===== src/rtl/debounce_multi_pkg.sv =====
// debounce_pkg: width helpers, polarity constants and defaults.
// Auto-repeat hardware is built only when DEBOUNCE_REPEAT_EN is defined.
package debounce_pkg;

  localparam bit POL_ACTIVE_LOW  = 1'b1;
  localparam bit POL_ACTIVE_HIGH = 1'b0;

  localparam int DEF_CHANNELS     = 4;
  localparam bit DEF_ACTIVE_LOW   = POL_ACTIVE_LOW;
  localparam int DEF_TICK_DIV     = 1024;
  localparam int DEF_DELAY_TICKS  = 16;
  localparam int DEF_REPEAT_START = 64;
  localparam int DEF_REPEAT_RATE  = 8;

  typedef struct packed {
    logic down;
    logic up;
  } dbc_evt_t;

  function automatic int debounce_w(
    input int n
  );
    return (n > 1) ? $clog2(n) : 1;
  endfunction

  function automatic int DEBOUNCE_CNT_W(
    input int delay_ticks
  );
    return debounce_w(delay_ticks);
  endfunction

  function automatic int DEBOUNCE_HOLD_W(
    input int repeat_start
  );
    return debounce_w(repeat_start);
  endfunction

endpackage


===== src/rtl/debounce_multi_if.sv =====
// debounce_multi_if: raw inputs and debounced outputs of one bank.
// master drives the raw buttons, slave is the debouncer.
interface debounce_multi_if #(
  parameter int CHANNELS = 4
);

  logic [CHANNELS-1:0] PB;
  logic [CHANNELS-1:0] PB_state;
  logic [CHANNELS-1:0] PB_down;
  logic [CHANNELS-1:0] PB_up;
  logic                TICK;

  modport master (
    output PB,
    input  PB_state,
    input  PB_down,
    input  PB_up,
    input  TICK
  );

  modport slave (
    input  PB,
    output PB_state,
    output PB_down,
    output PB_up,
    output TICK
  );

endinterface


===== src/rtl/debounce_multi_chan.sv =====
// debounce_chan: one channel - synchroniser, stability counter, strobes.
// Hold counter for auto-repeat exists only under DEBOUNCE_REPEAT_EN.
module debounce_chan
  import debounce_pkg::*;
#(
  parameter bit ACTIVE_LOW   = DEF_ACTIVE_LOW,
  parameter int DELAY_TICKS  = DEF_DELAY_TICKS,
  parameter int REPEAT_START = DEF_REPEAT_START,
  parameter int REPEAT_RATE  = DEF_REPEAT_RATE
) (
  input  logic     clk,
  input  logic     rst_n,
  input  logic     i_tick,
  input  logic     i_pb,
  output logic     o_state,
  output dbc_evt_t o_evt
);

  localparam int CW = DEBOUNCE_CNT_W(DELAY_TICKS);
  localparam logic [CW-1:0] CNT_LAST =
    CW'(DELAY_TICKS - 1);

  logic          r_s0;
  logic          r_s1;
  logic          r_state;
  logic [CW-1:0] r_cnt;
  logic          w_idle;
  logic          w_toggle;
  logic          w_rep;

  // s0/s1 hold the pressed-normalised level
  always_ff @(posedge clk or negedge rst_n) begin
    if (!rst_n) begin
      r_s0 <= 1'b0;
      r_s1 <= 1'b0;
    end else begin
      r_s0 <= i_pb ^ ACTIVE_LOW;
      r_s1 <= r_s0;
    end
  end

  assign w_idle   = (r_s1 == r_state);
  assign w_toggle = !w_idle && i_tick &&
                    (r_cnt == CNT_LAST);

  always_ff @(posedge clk or negedge rst_n) begin
    if (!rst_n) begin
      r_cnt   <= '0;
      r_state <= 1'b0;
    end else begin
      if (w_idle || w_toggle) begin
        r_cnt <= '0;
      end else if (i_tick) begin
        r_cnt <= r_cnt + 1'b1;
      end
      if (w_toggle) begin
        r_state <= ~r_state;
      end
    end
  end

`ifdef DEBOUNCE_REPEAT_EN
  localparam int HW = DEBOUNCE_HOLD_W(REPEAT_START);
  localparam logic [HW-1:0] HOLD_LAST =
    HW'(REPEAT_START - 1);
  localparam logic [HW-1:0] HOLD_RELOAD =
    HW'(REPEAT_START - REPEAT_RATE);

  logic [HW-1:0] r_hold;

  // reload so the next strobe lands REPEAT_RATE ticks later
  always_ff @(posedge clk or negedge rst_n) begin
    if (!rst_n) begin
      r_hold <= '0;
    end else if (!r_state || w_toggle) begin
      r_hold <= '0;
    end else if (i_tick) begin
      if (r_hold == HOLD_LAST) begin
        r_hold <= HOLD_RELOAD;
      end else begin
        r_hold <= r_hold + 1'b1;
      end
    end
  end

  assign w_rep = r_state && i_tick && !w_toggle &&
                 (r_hold == HOLD_LAST);
`else
  logic w_unused_rpt;
  assign w_unused_rpt = ^{32'(REPEAT_START),
                          32'(REPEAT_RATE)};
  assign w_rep = 1'b0;
`endif

  assign o_state    = r_state;
  assign o_evt.down = (w_toggle && !r_state) || w_rep;
  assign o_evt.up   = w_toggle && r_state;

endmodule


===== src/rtl/debounce_multi.sv =====
// debounce_multi: N-channel debouncer with a shared tick prescaler.
// Define DEBOUNCE_REPEAT_EN to add per-channel PB_down auto-repeat.
module debounce_multi
  import debounce_pkg::*;
#(
  parameter int CHANNELS     = DEF_CHANNELS,
  parameter bit ACTIVE_LOW   = DEF_ACTIVE_LOW,
  parameter int TICK_DIV     = DEF_TICK_DIV,
  parameter int DELAY_TICKS  = DEF_DELAY_TICKS,
  parameter int REPEAT_START = DEF_REPEAT_START,
  parameter int REPEAT_RATE  = DEF_REPEAT_RATE
) (
  input logic             CLK,
  input logic             RST_N,
  debounce_multi_if.slave bus
);

  localparam int DW = debounce_w(TICK_DIV);
  localparam logic [DW-1:0] DIV_LAST =
    DW'(TICK_DIV - 1);

  logic [DW-1:0]       r_div;
  logic                r_run;
  logic                w_tick;
  logic [CHANNELS-1:0] w_state;
  logic [CHANNELS-1:0] w_down;
  logic [CHANNELS-1:0] w_up;

  always_ff @(posedge CLK or negedge RST_N) begin
    if (!RST_N) begin
      r_div <= '0;
      r_run <= 1'b0;
    end else begin
      r_run <= 1'b1;
      if (r_div == DIV_LAST) begin
        r_div <= '0;
      end else begin
        r_div <= r_div + 1'b1;
      end
    end
  end

  // r_run keeps TICK low in reset even when TICK_DIV is 1
  assign w_tick = r_run && (r_div == DIV_LAST);

  for (genvar g = 0; g < CHANNELS; g++) begin : g_chan
    dbc_evt_t w_evt;

    debounce_chan #(
      .ACTIVE_LOW   (ACTIVE_LOW),
      .DELAY_TICKS  (DELAY_TICKS),
      .REPEAT_START (REPEAT_START),
      .REPEAT_RATE  (REPEAT_RATE)
    ) u_chan (
      .clk     (CLK),
      .rst_n   (RST_N),
      .i_tick  (w_tick),
      .i_pb    (bus.PB[g]),
      .o_state (w_state[g]),
      .o_evt   (w_evt)
    );

    assign w_down[g] = w_evt.down;
    assign w_up[g]   = w_evt.up;
  end

  assign bus.PB_state = w_state;
  assign bus.PB_down  = w_down;
  assign bus.PB_up    = w_up;
  assign bus.TICK     = w_tick;

endmodule

===== src/flat_wrapper.sv =====
// flat-port wrapper written by rule: the top's interface ports become plain ports
module debounce_multi_flat import debounce_pkg::*;
#(
  parameter int CHANNELS     = DEF_CHANNELS,
  parameter bit ACTIVE_LOW   = DEF_ACTIVE_LOW,
  parameter int TICK_DIV     = DEF_TICK_DIV,
  parameter int DELAY_TICKS  = DEF_DELAY_TICKS,
  parameter int REPEAT_START = DEF_REPEAT_START,
  parameter int REPEAT_RATE  = DEF_REPEAT_RATE
)
  (CLK, RST_N, bus_PB, bus_PB_state, bus_PB_down, bus_PB_up, bus_TICK);
  debounce_multi_if #(.CHANNELS(CHANNELS)) bus_i ();
  input logic CLK;
  input logic RST_N;
  input wire logic [$bits(bus_i.PB)-1:0] bus_PB;
  output wire logic [$bits(bus_i.PB_state)-1:0] bus_PB_state;
  output wire logic [$bits(bus_i.PB_down)-1:0] bus_PB_down;
  output wire logic [$bits(bus_i.PB_up)-1:0] bus_PB_up;
  output wire logic [$bits(bus_i.TICK)-1:0] bus_TICK;
  assign bus_i.PB = bus_PB;
  assign bus_PB_state = bus_i.PB_state;
  assign bus_PB_down = bus_i.PB_down;
  assign bus_PB_up = bus_i.PB_up;
  assign bus_TICK = bus_i.TICK;
  debounce_multi #(.CHANNELS(CHANNELS), .ACTIVE_LOW(ACTIVE_LOW), .TICK_DIV(TICK_DIV), .DELAY_TICKS(DELAY_TICKS), .REPEAT_START(REPEAT_START), .REPEAT_RATE(REPEAT_RATE)) u_core (.CLK(CLK), .RST_N(RST_N), .bus(bus_i));
endmodule

===== config.mk =====
export PLATFORM = sky130hd
export DESIGN_NAME = debounce_multi_flat
export DESIGN_NICKNAME = d
export VERILOG_FILES = /design/src/rtl/debounce_multi_pkg.sv /design/src/rtl/debounce_multi_if.sv /design/src/rtl/debounce_multi_chan.sv /design/src/rtl/debounce_multi.sv /design/src/flat_wrapper.sv
export SDC_FILE = /design/constraint.sdc
export NUM_CORES = 1
export LEC_CHECK = 0
export ABC_CLOCK_PERIOD_IN_PS = 4600
export CAP_MARGIN = 5
export CORE_MARGIN = 2
export CORE_UTILIZATION = 60
export CTS_BUF_LIST = sky130_fd_sc_hd__clkbuf_16
export CTS_CLUSTER_DIAMETER = 50
export DETAILED_ROUTE_END_ITERATION = 10
export GPL_TIMING_DRIVEN = 1
export PLACE_DENSITY = 0.85
export SKIP_LAST_GASP = 1
export SLEW_MARGIN = 20
export SYNTH_ARGS = -nofsm -noshare
export SYNTH_HDL_FRONTEND = slang
export SYNTH_SLANG_ARGS = --single-unit
export TNS_END_PERCENT = 30

===== constraint.sdc =====
create_clock -name CLK -period 4.6 [get_ports CLK]
set_clock_uncertainty 0.1 [all_clocks]
set_input_delay 0.69 -clock CLK [delete_from_list [all_inputs] [get_ports CLK]]
set_output_delay 0.69 -clock CLK [all_outputs]
set_load 0.1 [all_outputs]

---- After elaboration in Yosys (flattened, before gate mapping) ----
Cells that the tools add are included.
operators by class
  mux-type cells .......................... 9
  eq/ne operators ......................... 9
  reduce and logical (&&, ||, !) cells .... 33
  bitwise operators ....................... 8
  add/subtract/negate cells ............... 5
operators with widths
  cell                                           number
  two-way mux 4 bit                              8
  logical AND 1 bit                              17
  adder 4 x 1 -> 4 bit, second input constant    4
  equality test 4 bit, second input constant     4
  adder 10 x 1 -> 10 bit, second input constant  1
  equality test 10 bit, second input constant    1
  two-way mux 10 bit                             1
  logical NOT 1 bit                              8
  NOT 1 bit                                      8
  nonzero test 2 bit                             4
  equality test 1 bit                            4
  logical OR 1 bit                               4
word-level totals
  output and inout bits ................... 13
  bits in registers ....................... 39
  word-level logic and storage cells ...... 82

---- Depth between registers and ports, before layout ----
Gate-level depths: netlist (run 1).
  word-level depth ........................ 6
  gate-level depth with buffers ........... 7
  mapped depth without buffers ............ 6

---- Cells and area by module ----
Synthesis (run 1) repeated with hierarchy kept, for this count alone.
second synthesis, totals
  cells, all modules ...................... 157
  area total of the unflattened synthesis .. 1830.5 µm²
modules (own cells, without submodules)
  module          sequential area each (µm²)  instances  area each (µm²)  cells each
  debounce_chan   175.2                       4          330.3            28
  debounce_multi  275.3                       1          509.2            45

---- Worst setup path before layout (run 1) ----
Ideal clock, no wire load.
  kind .................................... flip-flop to output port
  from .................................... register u_core.r_div[0]
  to ...................................... output bus_PB_up[0]
  cell stages (with the launch flop) ...... 5
  required time ........................... 3810 ps
  path slack .............................. -323 ps
  arrival time ............................ 4133 ps
  path buffers ............................ 0
  path through ............................ dfrtp_1 ha_1 and4_4 nand4_4 nor4b_1
on the way
  longest elaborated chain between the ends .. 5
ends and longest elaborated chain
  what                            RTL line                   source
  start: declaration              debounce_multi.sv:22       logic [DW-1:0] r_div;
  start signal: assignment        debounce_multi.sv:38       r_div <= r_div + 1'b1;
  equality test 10 bit            debounce_multi.sv:44       assign w_tick = r_run && (r_div == DIV_LAST);
  logical AND 1 bit               debounce_multi.sv:44
  logical AND 1 bit (2 in a row)  debounce_multi_chan.sv:43  assign w_toggle = !w_idle && i_tick &&
  logical AND 1 bit               debounce_multi_chan.sv:97  assign o_evt.up = w_toggle && r_state;
  end: declaration                flat_wrapper.sv:18         output wire logic [$bits(bus_i.PB_up)-1:0] bus_PB_up;
No other way between the ends.

---- Final worst setup path (run 1) ----
  from .................................... register u_core.r_div[0]
  to ...................................... output bus_PB_up[1]
Same word-level chain as after synthesis.

==> metrics list, run 1 <==
* Sequential-to-total area share from yosys stat: 50.7%
* Worst setup path class: register to output pin
- Synthesized netlist cell count: 182
* Proportion of power drawn by combinational gates: 2.4%
* CP startpoint kind: register
- Fraction of layout cells with a size suffix above 1: 9.05%
- Relative slew slack: 34.4%
* Multi-input logic area: 833 µm²
- Dividing the final minimum period by the clock period gives 80.0%.
* Non-filler instance count after layout: 243
- In the final routed layout, each cell accounts on average for 16.1 µm.
- Number of design rule violations left after detail routing: 0
- Ranking of synthesized cells by instance count: dfrtp_1 (39), nand2_1 (23), inv_1 (15), a21oi_1 (14), nand3_1 (10)
- After synthesis, the cell types taking the most area are dfrtp_1 (51%), nand2_1 (4.5%), xnor2_1 (4.1%).
- For the worst setup path, the data arrival time is 2.89 ns.
- Registers are responsible for 50.7% of the overall power.
* Pwr per Cell Area: 310 nW/µm²
* Slew at the pin closest to its max-slew limit: 0.981 ns
* Post-synthesis instance area: 1920 µm²
- At the end of the flow, the number of nets in the layout was 210.
* DP Cell Count: 236
- STA classifies the critical path endpoint as an output pin.
- Number of sinks handled by clock tree synthesis: 39
- The first global-routing pass estimated 6.29 mm of wire.
- Once detail routing completed, the nets flagged for antenna violations numbered 0.
- Switching part of the total: 20.7%
- The initialized floorplan defines 20 standard-cell rows.
- The number of global-route vias before repair is 1421.
* Place WS: 1.23 ns
- The synthesized design contains 39 register bits.
- Maximum root-to-sink buffer count: 2
- Before antenna repair, the detailed router went through 4 iterations.
- Most instantiated flip-flop cell in the synthesis netlist: dfrtp_1
- Yosys mapped the design onto 31 distinct sky130hd cell types.
- Internal power comes to 0.548 mW.
- Number of placed I/O pins: 19
- In this run the cell area measured after placement is 2090 µm².
- Total clock buffers created by CTS: 5
- Count of H-tree levels built during CTS: 2
- Die Footprint: 3670 µm²
* Post-CTS setup buffer count: 0
* CP required: 3.81 ns
- Fill cells in the final layout number 220.
* Fraction of registers with async set/reset: 100%
- For this run, the top clock speed supported by timing is 0.272 GHz.
- Count of flip-flops with a built-in enable after synthesis: 0
- Count of final hold-check violations: 0
- Across the whole layout, storage elements account for 976 µm².
- Post-synthesis average cell area: 10.6 µm²
* Number of diodes added for antenna fixing: 0
- Setup violations remaining at the end of the flow were counted as 0.
- After clock tree synthesis, the clock-pin slew on the worst setup and hold paths is 0.05 ns.
- Worst IR Drop VDD: 0.200 mV
- Hold is met by 0.253 ns.
- Iter 0 DRT Violations: 101
* Class of the tightest hold or removal check: register to register
- After synthesis, the largest area contributor takes up 50.7% of total cell area.
- Port buffering added 18 buffers.
- Pin count of the biggest net entering global routing: 40
- Global routing used 24.3% of the available tracks across all layers.
- The tree is rooted in a clkbuf_16.
- Max-slew violation count: 0
- Relative area change from synthesis to final layout: 15.8%
- Setup repair after global routing left no endpoint under its margin.
- Switching power summed over all nets: 0.143 mW
- TritonCTS built the clock tree.
* Net count after synthesis: 193
* Maximum Capacitance Violations: 0
- Most common cell in the synthesized netlist: dfrtp_1
- Initial standard-cell utilization of the core: 63.0%
- Fraction of power consumed by the clock network: 46.8%
- GR Overflow Total: 0
* Number of vias per cell: 5.84
* Overall die height: 60.6 µm
- Chip width: 60.6 µm
* Run status: completed
* Minimum clock period: 3.68 ns
- At the end of routability-driven placement, the weighted congestion stood at 0.700.
- Maximum fanout along the worst path: 10
- Total design power: 0.691 mW
* Initial antenna violation count: 0
* Area of the core: 3050 µm²
* Summed area of non-filler cells in the final layout: 2230 µm²
* Source-to-sink clock delay at the later pin of the worst-skew pair: 0.28 ns
- After layout, the worst setup slack is 0.918 ns.
* Leakage power summed over all cells: 0.951 nW
- Cell taking the most area after synthesis: dfrtp_1
* Yosys synthesis warning count: 0
* WL final: 3.90 mm
* Detail Placement HPWL: 2.63 mm
- Quantity of hold-fixing buffers added after cts: 0
- The routed layout has 1419 vias.
- Post-cts sizing count: 0
==> layer usage <==
| metal | track usage (%) | vias to the layer above | share of wire, % |
|---|---|---|---|
| met2 | 43.6 | 49 | 53 |
| met3 | 6.61 | 12 | 4.5 |
| met5 | 0 | - | 0 |
| met1 | 26.3 | 697 | 40 |
| met4 | 11.5 | 0 | 2.6 |
| li1 | - | 661 | - |
==> critical path: stages, from the launching register on <==
cell and delay (ns):
dfrtp_1 0.40, ha_1 0.23, and4_4 0.29, nand4_4 0.21, nor3_1 0.29, clkdlybuf4s50_1 1.19
==> cells in the final DEF (no fill, tap or decap), drive strengths merged, types with 4 or more instances in the layout <==
master / count
dfrtp: 39
nand2: 23
ha: 5
xor2: 7
nor2: 7
nand3b: 4
nor3: 6
nand3: 10
o41ai: 4
o21ai: 4
clkbuf: 5
o311ai: 4
clkdlybuf4s50: 16
a21oi: 14
xnor2: 9
nand4: 6
inv: 15
==> sequential cells by signal, indices dropped and copies added, names as in the netlist <==
register / flops
u_core.g_chan.u_chan.r_s0: 4
u_core.g_chan.u_chan.o_state: 4
u_core.r_div: 10
u_core.g_chan.u_chan.r_s1: 4
u_core.r_run: 1
u_core.g_chan.u_chan.r_cnt: 16
==> power by group through the flow <==
stage	Sequential [mW]	Combinational, mW	Clock [mW]
global placement	0.356	0.0163	0
finish	0.350	0.0169	0.323
global route	0.350	0.0194	0.340
detailed placement	0.356	0.0174	0
CTS	0.350	0.0175	0.330
floorplan	0.356	0.00572	0
==> stage by stage <==
stage | utilization (%) | TNS (ns)
floorplan | - | -0.0395
global placement | 68.6 | 0
detailed placement | 68.6 | 0
CTS | 73.0 | 0
global route | 73.0 | 0
finish | 73.0 | 0
==> area by class of cell <==
class                           instances  share of cell area [%]
Sequential cell                        39                    43.8
Multi-Input combinational cell        120                    37.4
Timing Repair Buffer                   18                    7.75
Clock buffer                            5                    5.62
Inverter                               15                    2.53
Tap cell                               44                    2.47
Clock inverter                          2                   0.393
==> cells by family after synthesis <==
family,synth area share (%)
and+or+nand+nor,18.9
DFF,50.7
AOI/OAI and AO/OA,11.8
buffers and inverters,6.25
xor gates and xnor gates,7.29
adders and majority gates,3.25
muxes,1.56
other,0.195
==> worst paths after layout <==
check	end	depth (start not counted)	from	slack (ns)
setup reg to reg	u_core.g_chan[0].u_chan.r_cnt[3]$_DFFE_PN0P_	6	u_core.r_div[0]$_DFF_PN0_	2.26
setup / recovery	bus_PB_up[1]	5	u_core.r_div[0]$_DFF_PN0_	0.92
hold reg to reg	u_core.g_chan[1].u_chan.r_s1$_DFF_PN0_	0	u_core.g_chan[1].u_chan.r_s0$_DFF_PN0_	0.25
max in group asynchronous	u_core.g_chan[1].u_chan.r_cnt[0]$_DFFE_PN0P_	1	RST_N	3.46
hold / removal	u_core.g_chan[1].u_chan.r_s1$_DFF_PN0_	0	u_core.g_chan[1].u_chan.r_s0$_DFF_PN0_	0.25
min in group asynchronous	u_core.g_chan[2].u_chan.r_cnt[3]$_DFFE_PN0P_	1	RST_N	0.41
Note: power is estimated with default switching activity, not from simulation.
==> run 2, diff against run 1 <==
- ABC_CLOCK_PERIOD_IN_PS: 4600 -> 3000
- CORE_UTILIZATION: 60 -> 50
- PLACE_DENSITY: 0.85 -> 0.76
- clock period: 4.6 -> 3 ns (I/O delays scaled with it)
==> run 2 against run 1 <==
  * Hold slack lost 0.077 ns
  * Critical path depth stayed put
  * Largest cell class unchanged
  * Sequential cell count unchanged
  * Core utilization down 9.8 points
  * Sequential power grew 53%
  * Routed wire length decreased by 12%
  * Design area up 4.6%
  * Critical path type unchanged
  * Total power increased by 52%
  * Global-route usage shrank 5.5 points
  * Die area increased by 19%
  * Count of clock-buffer cells in the layout unchanged
==> metrics list, run 2 (synthesized netlist as in run 1, its figures left out) <==
- The run finished with clean final reports.
- Quantity of hold-fixing buffers added after cts: 0 (unchanged)
- The final-report hold violation count is 0 (unchanged).
* Post-CTS setup buffer count: 0 (unchanged)
- The routed wire length came to 3.42 mm (-12%).
- The share of post-route cells with drive strength above 1 came to 16.0% (+7.0 points).
* Most common cell after layout, fill and taps aside: dfrtp_1
- Relative slew slack: 44.1% (+9.7 points)
* Relative area change from synthesis to final layout: 21.1%
* Port buffer count: 18 (unchanged)
- The routability congestion estimate from global placement is 0.766 (+9.5%).
- The part of the power in registers is 51.2% (+0.5 points).
- The placement-stage worst setup slack is 0.717 ns (-0.518 ns).
- The reported net switching power was 0.209 mW (+46%).
* Root cell of the clock tree: clkbuf_16
- Total clock buffers created by CTS: 5 (unchanged)
- u_core.g_chan.u_chan.r_cnt holds more flip-flops than any other register.
- The ratio of routed vias to standard cells was 5.58 (-4.4%).
* Number of placed I/O pins: 19 (unchanged)
* Wire length of the first global-routing pass: 6.12 mm (-2.7%)
- Number of standard-cell rows in the floorplan: 22 (+10%)
* CP startpoint kind: register
- Post-cts sizing count: 0 (unchanged)
* Source-to-sink clock delay at the later pin of the worst-skew pair: 0.28 ns (about the same)
- Switching part of the total: 20.0% (-0.74 points)
* Sequential cell area in the final layout: 976 µm² (unchanged)
- The largest net degree at the start of global routing came to 40 (unchanged).
- Clock-pin slew reported for the worst setup and hold paths after clock tree synthesis: 0.05 ns (about the same)
- Proportion of power drawn by combinational gates: 2.4% (about the same)
- Fraction of power consumed by the clock network: 46.4% (-0.4 points)
- The path class of the tightest hold or removal check is input port to async pin.
* Overall die height: 66.0 µm (+8.9%)
* Max reg flops: 16 (unchanged)
* Slew at the pin closest to its max-slew limit: 0.838 ns (-0.143 ns)
- Setup repair after global routing left no endpoint under its margin.
* Number of global-route vias before repair: 1409 (-0.84%)
- Total vias in the final route: 1385 (-2.4%)
* CP endpoint kind: output pin
- The initial DRC count is 93 (-7.9%).
* Worst-case setup margin in the final layout: 0.412 ns (-0.506 ns)
* Final #Nets: 211 (+0.48%)
- Area of the core: 3690 µm² (+21%)
- The worst setup path is of the register to output pin kind.
* Minimum clock period: 2.59 ns
- The maximum fanout along the worst path came to 10 (unchanged).
- Number of search-and-repair iterations in the first detailed-routing pass: 4 (unchanged)
- Number of sinks handled by clock tree synthesis: 39 (unchanged)
- Initial antenna violation count: 0 (unchanged)
* Detail Placement HPWL: 2.36 mm (-10%)
* Number of diodes added for antenna fixing: 0 (unchanged)
- Number of design rule violations left after detail routing: 0 (unchanged)
- Top library cells by usage in the layout, fill and taps aside: dfrtp_1 (39), nand2_1 (23), inv_1 (15)
* Leakage power summed over all cells: 1.01 nW (+5.7%)
- The routed wirelength normalized by instance count was 13.8 µm (-14%).
* Final-layout fill cell count: 299 (+36%)
- CP required: 2.45 ns (-1.36 ns)
* Crit share post-route: 86.3%
* Overall global routing resource usage: 18.8% (-5.5 points)
- Derived from the worst setup path, the maximum achievable clock frequency is 0.386 GHz.
- The H-tree level count was 2 (unchanged).
- Total design power: 1.05 mW (+52%)
- Multi-input logic area: 840 µm² (+0.75%)
- The internal power summed over all cells was 0.839 mW (+53%).
* Maximum root-to-sink buffer count: 2 (unchanged)
- Remaining antenna violation count: 0 (unchanged)
* Largest registers ranked by flip-flop count: u_core.g_chan.u_chan.r_cnt: 16 flops, u_core.r_div: 10 flops
- Final hold slack: 0.176 ns (-0.0769 ns)
- The final number of max-transition violations came to 0 (unchanged).
- TritonCTS built the clock tree.
* Setup violations, final: 0 (unchanged)
- Chip width: 66.0 µm (+8.9%)
- Data arrival time of the critical path: 2.04 ns (-0.85 ns)
- The worst supply voltage drop on vdd was 0.509 mV (+160%).
* Maximum Capacitance Violations: 0 (unchanged)
- The effective utilization at floorplan was 52.1% (-11 points).
* Die Footprint: 4360 µm² (+19%)
* GR Overflow Total: 0 (unchanged)
- The ratio of total power to cell area came to 450 nW/µm² (+45%).
-- run 2: worst paths after layout --
check | start | to | slack, ns | cells after the start
max | u_core.r_div[0]$_DFF_PN0_ | bus_PB_down[2] | 0.41 | 5
min | RST_N | u_core.g_chan[0].u_chan.r_cnt[1]$_DFFE_PN0P_ | 0.18 | 1
max reg2reg | u_core.r_div[0]$_DFF_PN0_ | u_core.g_chan[0].u_chan.r_cnt[3]$_DFFE_PN0P_ | 0.77 | 7
min reg2reg | u_core.g_chan[0].u_chan.r_s0$_DFF_PN0_ | u_core.g_chan[0].u_chan.r_s1$_DFF_PN0_ | 0.25 | 0
max in group asynchronous | RST_N | u_core.g_chan[0].u_chan.r_cnt[0]$_DFFE_PN0P_ | 2.10 | 1
min in group CLK | u_core.g_chan[0].u_chan.r_s0$_DFF_PN0_ | u_core.g_chan[0].u_chan.r_s1$_DFF_PN0_ | 0.25 | 0
-- run 2: per-stage QoR --
| step | instance area [µm²] | util (%) | std cells | setup TNS, ns |
|---|---|---|---|---|
| 2_1_floorplan | 1940 | - | 182 | -4.51 |
| 3_3_place_gp | 2190 | 59.5 | 241 | 0 |
| 3_5_place_dp | 2190 | 59.5 | 241 | 0 |
| 4_1_cts | 2330 | 63.1 | 248 | 0 |
| 5_1_grt | 2330 | 63.1 | 248 | 0 |
| 6_report | 2330 | 63.1 | 248 | 0 |
-- run 2: cell type report --
type / instances / share of cell area (%)
Sequential cell: 39 / 41.9
Multi-Input combinational cell: 120 / 36.1
Timing Repair Buffer: 19 / 11.3
Clock buffer: 5 / 5.37
Tap cell: 48 / 2.58
Inverter: 15 / 2.42
Clock inverter: 2 / 0.376
-- run 2: power by group through the flow --
stage,Clock (mW),Sequential (mW),Combinational [mW]
finish,0.486,0.537,0.0256
global route,0.524,0.537,0.0302
CTS,0.501,0.537,0.0265
detailed placement,0,0.546,0.0264
global placement,0,0.546,0.0256
floorplan,0,0.545,0.00892
-- run 2: layer usage --
metal | GRT usage (%) | routed length (µm)
met1 | 19.9 | 1390
met3 | 5.11 | 132
met5 | 0 | 0
met4 | 8.16 | 51
met2 | 34.6 | 1850
-- run 2: critical path, cell delays in order (launching register included) --
cell and delay [ns]:
dfrtp_1 0.41, ha_1 0.24, and4_4 0.29, nand4_4 0.20, nor3_1 0.39, buf_12 0.22
